<file path="config.mk">
export PLATFORM = sky130hd
export DESIGN_NAME = ddr5_phy_crc_gen
export DESIGN_NICKNAME = d
export VERILOG_FILES = /design/src/rtl/ddr5_phy_crc_pkg.sv /design/src/rtl/ddr5_phy_crc8_lane.sv /design/src/rtl/ddr5_phy_crc_gen.sv
export SDC_FILE = /design/constraint.sdc
export NUM_CORES = 1
export LEC_CHECK = 0
export ABC_AREA = 0
export CORE_MARGIN = 3
export CORE_UTILIZATION = 35
export CTS_CLUSTER_DIAMETER = 120
export CTS_CLUSTER_SIZE = 25
export DETAILED_ROUTE_END_ITERATION = 7
export HOLD_SLACK_MARGIN = 0.12
export SLEW_MARGIN = 5
export SYNTH_ARGS = -nofsm -noshare
export SYNTH_HDL_FRONTEND = slang
export SYNTH_SLANG_ARGS = --single-unit
</file>
<file path="constraint.sdc">
create_clock -name clk_i -period 2.9 [get_ports clk_i]
set_input_delay 0.435 -clock clk_i [delete_from_list [all_inputs] [get_ports clk_i]]
set_output_delay 0.435 -clock clk_i [all_outputs]
set_load 0.05 [all_outputs]
</file>
<file path="src/rtl/ddr5_phy_crc_pkg.sv">
// Shared constants and the byte-wide CRC-8 update for the DDR5 write-path CRC.
// Polynomial x^8+x^2+x+1, MSB of the data byte enters first.
package ddr5_phy_crc_pkg;

   localparam int        CRC_LANE_W = 8;
   localparam logic [7:0] CRC8_POLY  = 8'h07;
   localparam logic [7:0] CRC8_INIT  = 8'h00;

   function automatic logic [7:0] crc8_byte_step(input logic [7:0] crc, input logic [7:0] data);
      logic [7:0] c;
      c = crc;
      for (int i = CRC_LANE_W - 1; i >= 0; i--) begin
         c = {c[6:0], 1'b0} ^ ((c[7] ^ data[i]) ? CRC8_POLY : 8'h00);
      end
      return c;
   endfunction

endpackage

</file>
<file path="src/rtl/ddr5_phy_crc8_lane.sv">
// One CRC-8 engine for a single 8-bit lane; consumes one byte per enabled clock.
// start_i restarts the accumulation from the seed using the current byte.
module ddr5_phy_crc8_lane
   import ddr5_phy_crc_pkg::*;
(
   input  logic                  clk_i,
   input  logic                  rst_i,
   input  logic                  en_i,
   input  logic                  start_i,
   input  logic [CRC_LANE_W-1:0] data_i,
   output logic [CRC_LANE_W-1:0] crc_o
);

   logic [CRC_LANE_W-1:0] crc_q, crc_d;

   always_comb begin
      crc_d = crc_q;
      if (en_i) crc_d = crc8_byte_step(start_i ? CRC8_INIT : crc_q, data_i);
   end

   always_ff @(posedge clk_i) begin
      if (rst_i) crc_q <= CRC8_INIT;
      else       crc_q <= crc_d;
   end

   assign crc_o = crc_q;

endmodule

</file>
<file path="src/rtl/ddr5_phy_crc_gen.sv">
// Write-path burst CRC generator: one CRC-8 per 8-bit lane, burst framed by crc_en_i.
// A burst starts on the first enabled clock after an idle one; valid rises once it ends.
module ddr5_phy_crc_gen
   import ddr5_phy_crc_pkg::*;
#(
   parameter int pDRAM_SIZE = 4
) (
   input  logic                    clk_i,
   input  logic                    rst_i,
   input  logic                    crc_en_i,
   input  logic [2*pDRAM_SIZE-1:0] crc_in_data_i,
   output logic [2*pDRAM_SIZE-1:0] crc_code_o,
   output logic                    crc_valid_o
);

   localparam int NL = pDRAM_SIZE / 4;

   logic en_q;
   logic valid_q, valid_d;
   logic start;

   logic [NL-1:0][CRC_LANE_W-1:0] lane_data;
   logic [NL-1:0][CRC_LANE_W-1:0] lane_crc;

   assign start     = crc_en_i & ~en_q;
   assign lane_data = crc_in_data_i;

   for (genvar k = 0; k < NL; k++) begin : g_lane
      ddr5_phy_crc8_lane u_lane (
         .clk_i   (clk_i),
         .rst_i   (rst_i),
         .en_i    (crc_en_i),
         .start_i (start),
         .data_i  (lane_data[k]),
         .crc_o   (lane_crc[k])
      );
   end

   // Set on the falling edge of the enable, cleared by any enabled beat.
   always_comb begin
      valid_d = valid_q;
      if (crc_en_i)   valid_d = 1'b0;
      else if (en_q)  valid_d = 1'b1;
   end

   always_ff @(posedge clk_i) begin
      if (rst_i) begin
         en_q    <= 1'b0;
         valid_q <= 1'b0;
      end else begin
         en_q    <= crc_en_i;
         valid_q <= valid_d;
      end
   end

   assign crc_code_o  = lane_crc;
   assign crc_valid_o = valid_q;

endmodule

</file>
==> run summary <==
Syn avg cell area: 9.201 um^2
Die width: 52.43 um
Run status: finished, final reports clean
Final setup TNS: 0 ns
Worst hold path depth: 2
WP data arrival: 2.28 ns
Pre-Repair DR Iteration Count: 4
Antenna violations before repair: 0
Worst VDD drop: 325.7 uV
Yosys top cell area share: 26.53%
Finish-stage setup viols: 0
Final HPWL DP: 1.188 mm
Clk pin slew, worst setup/hold paths: 0.08 ns
Most common cell after layout, fill and taps aside: clkdlybuf4s50_1
Die ar.: 2749 um^2
Slew @ Worst Pin: 0.4943 ns
Std-Cell Core Area: 2002 um^2
Site row count: 16
Routed WL per cell: 12.33 um
Max-Cap Viols: 0
Hold WC Path Type: flip-flop to flip-flop
R2r worst-path depth: 6
Synth area leaders: dfxtp_1, xnor2_1, xnor3_1
Period utilization: 71.93%
Clk buf depth: 2
Hold Startpoint: crc_valid_o
H-tree levels: 1
Setup Skew: 0.003815 ns
PostCTS Resize Cnt: 0
Crit Path Class: input pin to flip-flop
Inserted Clock Buffers: 3
Vias/cell: 4.738
ANT nets after route: 0
DRT iter0 DRCs: 9
Hold endpoint: crc_valid_o
Area grow syn2layout: 34.16%
Number of synthesized register bits: 10
Synth Instances: 82
Gpl congestion: 0.7357
Final Hold Viols: 0
DRC: 0
Reg2Reg Launch Point: g_lane[0].u_lane.crc_o[6]
DP Area: 975.9 um^2
EDFF count, synth: 0
YS warnings: 0
Critical Path Source Type: input pin
Routed WL: 1.603 mm
Chip height: 52.43 um
Layout cells sized above 1: 9.709%
Crit Path Max Fanout: 5
Synth Net Count: 93
Initial core utilization: 37.69%
ANT cells: 0
Peak Freq: 479.4 MHz
Gr ovfl total: 0
Crit. End Element: flip-flop
Mapped cell area: 754.5 um^2
Port Buffer Count: 19
I/O Pins: 20
GRT Total Usage: 14.22%
NumNets Final: 115
Final instance area: 1012 um^2
Async SR Flop Fraction: 0%
Period minus WS final: 2.086 ns
Slew margin rel.: 66.94%
Hold_ws: 0.4905 ns
Largest net degree at the start of global routing: 17
Final Util: 50.56%
Clock Latency Late Sink: 0.27 ns
Cts hold-fix bufs: 0
Max-slew violations: 0
Worst endpoint required time: 3.10 ns
First-pass GRT wire length: 2.829 mm
Most used DFF post-synth: dfxtp_1
CTS tree: yes
Number of distinct library cells after synthesis: 25
Clock sinks: 10
Vias in the first global route: 615
Top cell type by total area after synthesis: dfxtp_1
LEAKAGE: 0.3921 nW
Pwr/cell area: 758.4 nW/um^2
RSZ-0062 raised after global routing: no
Reg2reg end: g_lane[0].u_lane.crc_o[2]
Root Driver: clkbuf_4
Sequential fraction of the synthesis area: 26.53%
Worst R2R Setup Slack: 1.00 ns
Vias: 616
Postcts setup bufs: 0
Most frequent cells in the layout: clkdlybuf4s50_1, xnor2_1, dfxtp_1, nor2_1, nand2_1
## metrics by stage
step	setup WS [ns]	total power, mW	cells
6_report	0.8141	0.7677	130
2_1_floorplan	0.7402	0.5394	82
4_1_cts	0.7907	0.7771	130
5_1_grt	0.6965	0.8205	130
3_5_place_dp	0.5133	0.6398	126
3_3_place_gp	0.5430	0.6374	126
## how the worst max path moves through the flow
stage               slack (ns)  cells after the start                   endpoint                 startpoint
detailed placement        0.51                      7  g_lane[0].u_lane.crc_o[3]                   crc_en_i
global placement          0.54                      7  g_lane[0].u_lane.crc_o[3]                   crc_en_i
floorplan                 0.74                      6  g_lane[0].u_lane.crc_o[2]  g_lane[0].u_lane.crc_o[6]
finish                    0.81                      7  g_lane[0].u_lane.crc_o[3]                   crc_en_i
global route              0.70                      7  g_lane[0].u_lane.crc_o[3]                   crc_en_i
CTS                       0.79                      7  g_lane[0].u_lane.crc_o[3]                   crc_en_i
## power by group
part / internal [mW] / switching [mW]
Sequential: 0.166 / 0.0332
Clock: 0.0762 / 0.0562
Combinational: 0.210 / 0.226
Total: 0.452 / 0.316
## flip-flops by register name (all words and copies together), names as in the netlist
signal and count:
crc_valid_o 1, en_q 1, g_lane.u_lane.crc_o 8
## critical path, cell delays in order
cell,delay [ns]
clkdlybuf4s50_1,0.49
nor2b_4,0.23
nor2_4,0.07
xnor3_1,0.39
xnor2_1,0.19
mux2_1,0.33
a21oi_1,0.15
## cell usage after synthesis, types with 2 or more instances
library cell,number
xnor3_1,4
xor2_1,6
nor2_1,9
dfxtp_1,10
xnor2_1,15
buf_2,2
inv_1,2
mux2i_1,3
o21ai_0,4
a32oi_1,2
nand2_1,7
nand2b_1,2
nor2b_1,3
nand3_1,2
## cells by family after synthesis
kind of cell | synth area share, %
simple gates | 17.41
xor+xnor | 36.32
compound gates | 8.956
flops | 26.53
buf+inv | 3.316
mux | 7.462
## metal layers
metal	global-route usage [%]	share of wire [%]	up-vias
met3	2.849	3.7	2
met5	0	0	-
met2	22.31	48	11
met4	7.660	1.3	0
li1	-	-	314
met1	18.06	47	289
## area by class of cell
class,count,area [um^2]
Sequential cell,10,200.2
Multi-Input combinational cell,66,529.3
Timing Repair Buffer,21,205.2
Inverter,2,7.507
Clock buffer,4,36.28
Tap cell,27,33.78
Fill cell,199,989.7
Note: power is estimated with default switching activity, not from simulation.
